<file path="src/rtl/mem_pkg.sv">
// Shared types and helpers for the memory-stage load/store unit.
// Byte-lane geometry, FSM state encoding, byte-enable and lane-extract helpers.
package mem_pkg;

    localparam int WORD_W     = 32;
    localparam int BYTE_W     = 8;
    localparam int BYTE_LANES = WORD_W / BYTE_W;
    localparam int LANE_W     = $clog2(BYTE_LANES);

    typedef enum logic [1:0] {
        IDLE  = 2'd0,
        REQ   = 2'd1,
        DONE  = 2'd2,
        DRAIN = 2'd3
    } lsu_state_t;

    function automatic logic [BYTE_LANES-1:0] lane_enable(
        input logic              byte_op,
        input logic [LANE_W-1:0] lane
    );
        logic [BYTE_LANES-1:0] be;
        be = '1;
        if (byte_op) begin
            be = {{(BYTE_LANES-1){1'b0}}, 1'b1} << lane;
        end
        return be;
    endfunction

    function automatic logic [WORD_W-1:0] store_data(
        input logic              byte_op,
        input logic [WORD_W-1:0] wdata
    );
        if (byte_op) begin
            return {BYTE_LANES{wdata[BYTE_W-1:0]}};
        end
        return wdata;
    endfunction

    function automatic logic [WORD_W-1:0] lane_extract(
        input logic              byte_op,
        input logic [LANE_W-1:0] lane,
        input logic [WORD_W-1:0] rdata
    );
        logic [WORD_W-1:0] shifted;
        shifted = rdata >> {lane, 3'b000};
        if (byte_op) begin
            return {{(WORD_W-BYTE_W){1'b0}}, shifted[BYTE_W-1:0]};
        end
        return rdata;
    endfunction

endpackage

</file>
<file path="src/rtl/store_buffer.sv">
// One-entry posted store buffer; drains in the background on the data bus.
// Present only when STORE_BUFFER_EN is defined.
module store_buffer #(
    parameter int DATA_WIDTH = 32,
    parameter int BE_WIDTH   = DATA_WIDTH / 8
) (
    input  logic                  clk,
    input  logic                  rst_i,
    input  logic                  i_capture,
    input  logic [DATA_WIDTH-1:0] i_addr,
    input  logic [DATA_WIDTH-1:0] i_wdata,
    input  logic [BE_WIDTH-1:0]   i_be,
    input  logic                  i_ack,
    output logic                  o_req,
    output logic [DATA_WIDTH-1:0] o_addr,
    output logic [DATA_WIDTH-1:0] o_wdata,
    output logic [BE_WIDTH-1:0]   o_be
);

    logic                  r_valid;
    logic [DATA_WIDTH-1:0] r_addr;
    logic [DATA_WIDTH-1:0] r_wdata;
    logic [BE_WIDTH-1:0]   r_be;

    // The drain request is simply the valid bit: a full buffer always drains.
    always_ff @(posedge clk) begin
        if (rst_i) begin
            r_valid <= 1'b0;
            r_addr  <= '0;
            r_wdata <= '0;
            r_be    <= '0;
        end else if (i_capture) begin
            r_valid <= 1'b1;
            r_addr  <= i_addr;
            r_wdata <= i_wdata;
            r_be    <= i_be;
        end else if (r_valid && i_ack) begin
            r_valid <= 1'b0;
        end
    end

    assign o_req   = r_valid;
    assign o_addr  = r_addr;
    assign o_wdata = r_wdata;
    assign o_be    = r_be;

endmodule

</file>
<file path="src/rtl/load_store_unit.sv">
// Memory-stage load/store unit: one req/ack bus access at a time, stalls M.
// Define STORE_BUFFER_EN to add a one-entry posted store buffer.
module load_store_unit
    import mem_pkg::*;
#(
    parameter int DATA_WIDTH = 32,
    parameter int BE_WIDTH   = DATA_WIDTH / 8
) (
    input  logic                  clk,
    input  logic                  rst_i,
    input  logic [DATA_WIDTH-1:0] alu_result_m_i,
    input  logic [DATA_WIDTH-1:0] write_data_m_i,
    input  logic                  mem_write_m_i,
    input  logic                  byte_op_m_i,
    input  logic                  memory_m_i,
    output logic [DATA_WIDTH-1:0] read_data_m_o,
    output logic                  stall_o,
    output logic                  mem_req_o,
    output logic                  mem_we_o,
    output logic [DATA_WIDTH-1:0] mem_addr_o,
    output logic [DATA_WIDTH-1:0] mem_wdata_o,
    output logic [BE_WIDTH-1:0]   mem_be_o,
    input  logic [DATA_WIDTH-1:0] mem_rdata_i,
    input  logic                  mem_ack_i
);

    lsu_state_t            r_state;
    logic                  r_req;
    logic                  r_we;
    logic                  r_byte_op;
    logic [LANE_W-1:0]     r_lane;
    logic [DATA_WIDTH-1:0] r_addr;
    logic [DATA_WIDTH-1:0] r_wdata;
    logic [DATA_WIDTH-1:0] r_rdata;
    logic [BE_WIDTH-1:0]   r_be;

    logic                  w_idle;
    logic                  w_start;
    logic [LANE_W-1:0]     w_lane;
    logic [DATA_WIDTH-1:0] w_addr_aligned;
    logic [DATA_WIDTH-1:0] w_wdata;
    logic [BE_WIDTH-1:0]   w_be;

    assign w_idle         = (r_state == IDLE);
    assign w_lane         = alu_result_m_i[LANE_W-1:0];
    assign w_addr_aligned = {alu_result_m_i[DATA_WIDTH-1:LANE_W],
                             {LANE_W{1'b0}}};
    assign w_wdata        = store_data(byte_op_m_i, write_data_m_i);
    assign w_be           = lane_enable(byte_op_m_i, w_lane);

`ifdef STORE_BUFFER_EN
    logic                  w_drain;
    logic                  w_sb_capture;
    logic                  w_sb_req;
    logic                  w_sb_ack;
    logic [DATA_WIDTH-1:0] w_sb_addr;
    logic [DATA_WIDTH-1:0] w_sb_wdata;
    logic [BE_WIDTH-1:0]   w_sb_be;

    // The buffer is always empty in IDLE, so an IDLE store posts at once.
    assign w_drain      = (r_state == DRAIN);
    assign w_sb_capture = w_idle && memory_m_i && mem_write_m_i;
    assign w_start      = w_idle && memory_m_i && !mem_write_m_i;
    assign w_sb_ack     = w_sb_req && mem_ack_i;

    assign stall_o = !rst_i &&
                     (w_start || (r_state == REQ) ||
                      (w_drain && memory_m_i));

    store_buffer #(
        .DATA_WIDTH (DATA_WIDTH),
        .BE_WIDTH   (BE_WIDTH)
    ) u_store_buffer (
        .clk       (clk),
        .rst_i     (rst_i),
        .i_capture (w_sb_capture),
        .i_addr    (w_addr_aligned),
        .i_wdata   (w_wdata),
        .i_be      (w_be),
        .i_ack     (w_sb_ack),
        .o_req     (w_sb_req),
        .o_addr    (w_sb_addr),
        .o_wdata   (w_sb_wdata),
        .o_be      (w_sb_be)
    );

    assign mem_req_o   = w_drain ? w_sb_req   : r_req;
    assign mem_we_o    = w_drain ? 1'b1       : r_we;
    assign mem_addr_o  = w_drain ? w_sb_addr  : r_addr;
    assign mem_wdata_o = w_drain ? w_sb_wdata : r_wdata;
    assign mem_be_o    = w_drain ? w_sb_be    : r_be;
`else
    assign w_start = w_idle && memory_m_i;

    assign stall_o = !rst_i && (w_start || (r_state == REQ));

    assign mem_req_o   = r_req;
    assign mem_we_o    = r_we;
    assign mem_addr_o  = r_addr;
    assign mem_wdata_o = r_wdata;
    assign mem_be_o    = r_be;
`endif

    always_ff @(posedge clk) begin
        if (rst_i) begin
            r_state   <= IDLE;
            r_req     <= 1'b0;
            r_we      <= 1'b0;
            r_byte_op <= 1'b0;
            r_lane    <= '0;
            r_addr    <= '0;
            r_wdata   <= '0;
            r_rdata   <= '0;
            r_be      <= '0;
        end else begin
            unique case (r_state)
                IDLE: begin
                    if (w_start) begin
                        r_state   <= REQ;
                        r_req     <= 1'b1;
                        r_we      <= mem_write_m_i;
                        r_byte_op <= byte_op_m_i;
                        r_lane    <= w_lane;
                        r_addr    <= w_addr_aligned;
                        r_wdata   <= w_wdata;
                        r_be      <= w_be;
                    end
`ifdef STORE_BUFFER_EN
                    else if (w_sb_capture) begin
                        r_state <= DRAIN;
                    end
`endif
                end
                REQ: begin
                    // Ack is only honoured here, so a stray ack elsewhere is ignored.
                    if (mem_ack_i) begin
                        r_state <= DONE;
                        r_req   <= 1'b0;
                        if (!r_we) begin
                            r_rdata <= lane_extract(r_byte_op, r_lane,
                                                    mem_rdata_i);
                        end
                    end
                end
                DONE: begin
                    r_state <= IDLE;
                end
`ifdef STORE_BUFFER_EN
                DRAIN: begin
                    if (w_sb_ack) begin
                        r_state <= IDLE;
                    end
                end
`endif
                default: begin
                    r_state <= IDLE;
                end
            endcase
        end
    end

    assign read_data_m_o = r_rdata;

endmodule

</file>
<file path="config.mk">
export PLATFORM = sky130hd
export DESIGN_NAME = load_store_unit
export DESIGN_NICKNAME = d
export VERILOG_FILES = /design/src/rtl/mem_pkg.sv /design/src/rtl/store_buffer.sv /design/src/rtl/load_store_unit.sv
export SDC_FILE = /design/constraint.sdc
export NUM_CORES = 1
export LEC_CHECK = 0
export ABC_CLOCK_PERIOD_IN_PS = 1700
export BUFFER_PORTS_ARGS = -buffer_cell sky130_fd_sc_hd__buf_2
export CORE_AREA = 2 2 114 116
export CTS_CLUSTER_DIAMETER = 100
export DETAILED_ROUTE_END_ITERATION = 12
export DIE_AREA = 0 0 116 118
export PLACE_DENSITY = 0.69
export SLEW_MARGIN = 20
export SYNTH_ARGS = -nofsm -noshare
export SYNTH_HDL_FRONTEND = slang
export SYNTH_SLANG_ARGS = --single-unit
</file>
<file path="constraint.sdc">
create_clock -name clk -period 1.7 [get_ports clk]
set_input_delay 0.17 -clock clk [delete_from_list [all_inputs] [get_ports clk]]
set_output_delay 0.17 -clock clk [all_outputs]
set_load 0.005 [all_outputs]
</file>
## Word-level counts from Yosys, hierarchy flattened

Cells that the tools add are included.

- Shift operators: 2
- Mux-type cells: 17
- Reduce and logical (&&, ||, !) cells: 10
- Equal/unequal tests: 3
- Bitwise logic cells: 1

Operators by type and width:

| kind | number |
|---|---|
| $mux 32 | 4 |
| $shr 32x5->8 | 1 |
| $mux 1 | 8 |
| $reduce_and 3->1 | 2 |
| $mux 2 | 2 |
| $mux 4 | 1 |
| $pmux 2 s2 | 1 |
| $reduce_and 2->1 | 2 |
| $shl 1x2->4 const A | 1 |
| $eq 2x1->1 const B | 1 |
| $logic_and 1x1->1 | 2 |
| $logic_not 2->1 | 1 |
| $ne 2x1->1 const B | 1 |
| $ne 2x2->1 const B | 1 |
| $pmux 1 s2 | 1 |
| $reduce_bool 2->1 | 1 |
| $logic_not 1->1 | 1 |
| $logic_or 1x1->1 | 1 |
| $not 1->1 | 1 |

- Word-level logic and storage cells: 42
- Bits of input ports: 102
- Bits in registers: 105
- Output and inout bits: 103

## Depth between registers and ports, before layout

- Depth in word-level cells: 6
- Depth in mapped cells: 5
- Depth with buffers taken out: 3

## Least setup slack after synthesis

No wires, ideal clock.

- Kind: register -> register
- Start point: register r_state[1]
- End point: register r_addr[31] (netlist: mem_addr_o[31])
- Buffers on the path: 2
- Library setup time: 0.132 ns
- Setup slack: 0.421 ns
- Clock period less this slack: 1.279 ns
- Stages on the path, launching flop included: 6
- Data required time: 1.568 ns
- Arrival: 1.147 ns
- Path through: dfxtp_1 > or3b_1 > buf_2 > buf_2 > nand2_1 > a21oi_1

- Longest elaborated chain between the ends: 3

Ends and longest elaborated chain:

| item | RTL line | source |
|---|---|---|
| from (decl) | load_store_unit.sv:27 | `lsu_state_t r_state;` |
| from (signal assigned) | load_store_unit.sv:106 | `r_state <= IDLE;` |
| from (signal assigned) | load_store_unit.sv:119 | `r_state <= REQ;` |
| from (signal assigned) | load_store_unit.sv:137 | `r_state <= DONE;` |
| $logic_not 2->1 (*) | load_store_unit.sv:44, load_store_unit.sv:116 |  |
| $logic_and 1x1->1 | load_store_unit.sv:93 | `assign w_start = w_idle && memory_m_i;` |
| $reduce_and 2->1 (no source line) (*) | -- |  |
| to (signal assigned) | load_store_unit.sv:124 | `r_addr <= w_addr_aligned;` |
| to (decl) | load_store_unit.sv:32 | `logic [DATA_WIDTH-1:0] r_addr;` |

Every way passes the cells marked *; elsewhere a longest branch is shown, timed or not.
A chain may end at the register's enable or synchronous reset.

## Worst setup path in the final report

- Start point: register r_state[0]
- End point: output port stall_o

- Longest elaborated chain between the ends: 4
- Elaborated cells between the ends (all ways): 5
- Classes of those cells: 1 x eq/ne; 4 x reduce/logical

Ends and longest elaborated chain:

| item | RTL line | source |
|---|---|---|
| $logic_not 2->1 | load_store_unit.sv:44 | `assign w_idle = (r_state == IDLE);` |
| $logic_and 1x1->1 | load_store_unit.sv:93 |  |
| $logic_or 1x1->1 (*) | load_store_unit.sv:95 | `assign stall_o = !rst_i && (w_start \|\| (r_state == REQ));` |
| $logic_and 1x1->1 (*) | load_store_unit.sv:95 |  |
| to (decl) | load_store_unit.sv:17 | `output logic stall_o,` |

Marked as above.

==> run metrics <==
hold path cells 3; #FFs+latches synth 105; R2R depth 4; min-delay worst type input pin to flop; Cells after Synth 493; crit path time final 1.465 ns; Vias ~4100; GRT Total Usage 0.1791; sinks on the clock net 105; Worst Setup End Kind primary output; cts repair resizes 0; total wire length 12330 um; period utilization 0.8620; Hold EP mem_addr_o[16]; Worst Clk Skew 0.005217 ns; H-Tree Depth 3; area grow syn2layout 32.60%; Area after DPL roughly 5400 um2; cell count after placement 835; adder-cell share of the synthesized area 0; post-route ant nets 0; power per cell area 953.1 nW/um2; Clock Path Buffers 2; r2r endpoint mem_wdata_o[25]; Slew Limit Fails 0; PortBufs 202; Ports 205; fin nets between 700 and 800; vias in the first global route around 4000; post-route setup TNS 0 ns; WS Path Type flop to primary output; CP arrival 1.30 ns; status finished, final reports clean; Detailed Routing Iterations Pass 1 4; Non-Filler Instances 851; WP data required 1.53 ns; DRT iter0 DRCs roughly 240; post-synthesis cell type count 30; VDD IR-drop max 0.3979 mV; HPWL Detailed 8967 um; post-route cell area 5644 um2; syn_area_per_cell between 8 and 9 um2; final hold viol count 0; share of the synthesized area in the top cell type 0.4938; maximum clock rate ~680 MHz; largest cells by area after synthesis dfxtp_1, nand2_1, a21oi_1, nand3b_1, mux2i_1; critical path's top delay family flip-flops; clock insertion delay at the later pin of the skew report 0.34 ns; Die Y 118 um; # setup viols final 0; DRC Markers 0; main combinational cell family by area after synthesis simple AND/OR/NAND/NOR gates; Ys Warns 0; Post-synth EDFFs 0; Num CTS Buffers 9; root buffer cell clkbuf_16; die width 116 um; first-pass GRT wire length 19620 um; hold path startpoint alu_result_m_i[16]; initial core utilization 0.3429; Crit. path cell count 3; pin count of the biggest net entering global routing just under 100; area leader, netlist dfxtp_1; postcts setup bufs 0; MaxCap Viol Count 0; slowest stage delay, CP 0.46 ns; startpoint types flop; crit-path cells nor2_1 -> nor3_1 -> buf_2; Seq/Total Area, Yosys 0.4938; DR vias/cell around 4.8; xor and xnor fraction of the mapped netlist area 0; Crit-path slowest cell dfxtp_1; Critical path buffers and inverters 1; cell area after synthesis ~4300 um2; most common flop cell mapped by yosys dfxtp_1; initial antenna violation count 2; post-synthesis compound-gate area fraction 0.1752; layout cells sized above 1 0.3422; WL/cell 14.49 um; post-synthesis mux area share 0.05908; Max FO, Critical Path 7; clk slew on worst S/H paths 0.07 ns; Post-Synth Simple-Gate Area 0.2175; CTS hold repair buffers 0; GPL Wtd Cong about 0.84; Worst R2R Start r_state[1]; grt ovf 0; r2r setup slk 0.26 ns; die area about 14000 um2; CTS tree yes; core area 12410 um2; # rows 41; leak pwr 2.574 nW; unrepaired setup endpoints after global routing false; ys async rst share 0
[synthesized netlist by cell type, drive strengths merged (2+ instances only)]
| master | instances |
|---|---|
| mux2i | 24 |
| nor3 | 4 |
| o31ai | 7 |
| clkbuf | 19 |
| nand3b | 33 |
| o22ai | 8 |
| o21ai | 2 |
| a21oi | 67 |
| nand2b | 3 |
| dfxtp | 105 |
| nand2 | 111 |
| a211oi | 31 |
| a311oi | 3 |
| nor2 | 30 |
| buf | 26 |
| nor2b | 8 |
[worst max path at each step]
stage / startpoint / end / slack (ns)
CTS: r_state[0] / stall_o / 0.20
global route: r_state[0] / stall_o / 0.08
detailed placement: r_state[1] / mem_wdata_o[25] / 0.25
global placement: r_state[1] / mem_be_o[3] / 0.33
finish: r_state[0] / stall_o / 0.23
floorplan: r_state[1] / mem_addr_o[31] / 0.42
[layer usage]
metal,GRT usage,part of all wire
met1,0.2109,0.42
met5,0,0
met4,0.08259,0.024
met2,0.3067,0.49
met3,0.03862,0.069
[through the flow]
stage / utilization / hold slack [ns] / setup slack (ns) / power [mW]
after floorplan: - / 0.2609 / 0.4210 / 3.182
after CTS: 0.4544 / 0.04400 / 0.2027 / 5.458
after global routing: 0.4546 / 0.05506 / 0.08155 / 5.663
final: 0.4546 / 0.06062 / 0.2346 / 5.380
after detailed placement: 0.4334 / 0.4164 / 0.2519 / 3.569
after global placement: 0.4334 / 0.3937 / 0.3335 / 3.538
[power by group]
part	leakage [nW]	switching [mW]	total [mW]	internal (mW)
Clock	0.131	0.897	1.87	0.977
Sequential	0.861	0.0862	2.70	2.61
Combinational	1.58	0.435	0.806	0.371
Total	2.57	1.42	5.38	3.96
[sequential cells by signal (all words and copies together) (netlist names), 2 cells and up]
name,flops
mem_wdata_o,32
read_data_m_o,32
mem_addr_o,30
mem_be_o,4
r_lane,2
r_state,2
[logic make-up (layout without fill, tap and decap cells)]
logic type,Yosys count,after routing
AO/OA/AOI/OAI,122,122
buffers and inverters,46,230
flip-flops,105,105
multiplexers,25,25
other,1,3
AND/OR/NAND/NOR,194,194
[placed cells by master (no fill, tap or decap), types with 2 or more instances in the layout]
master / Yosys / layout
a211oi_1: 31 / 31
nand2_1: 111 / 111
clkbuf_16: 0 / 9
conb_1: 1 / 2
a21oi_1: 67 / 67
nor2_1: 30 / 30
o22ai_1: 8 / 8
nor2b_1: 8 / 8
o21ai_0: 2 / 2
buf_4: 4 / 11
clkinv_2: 0 / 4
buf_12: 0 / 2
a311oi_1: 3 / 3
nor3_1: 4 / 4
buf_2: 20 / 201
nand3b_1: 33 / 33
o31ai_1: 7 / 7
mux2i_1: 24 / 24
dfxtp_1: 105 / 105
nand2b_1: 3 / 3
[final cells by class]
| cell class | count | area [um2] |
|---|---|---|
| diodes | 1 | 2.502 |
| clock buffers | 9 | 225.2 |
| clock inverters | 6 | 36.28 |
| fillers | 1248 | 6770 |
| inverters | 1 | 3.754 |
| multi-input cells | 343 | 1931 |
| flip-flops and latches | 105 | 2102 |
| well taps | 172 | 215.2 |
| repair buffers | 214 | 1129 |
[worst min-delay path, cell delays in order]
cell	delay (ns)
buf_2	0.09
nand2_1	0.04
a21oi_1	0.05
(Power assumes the default switching activity.)
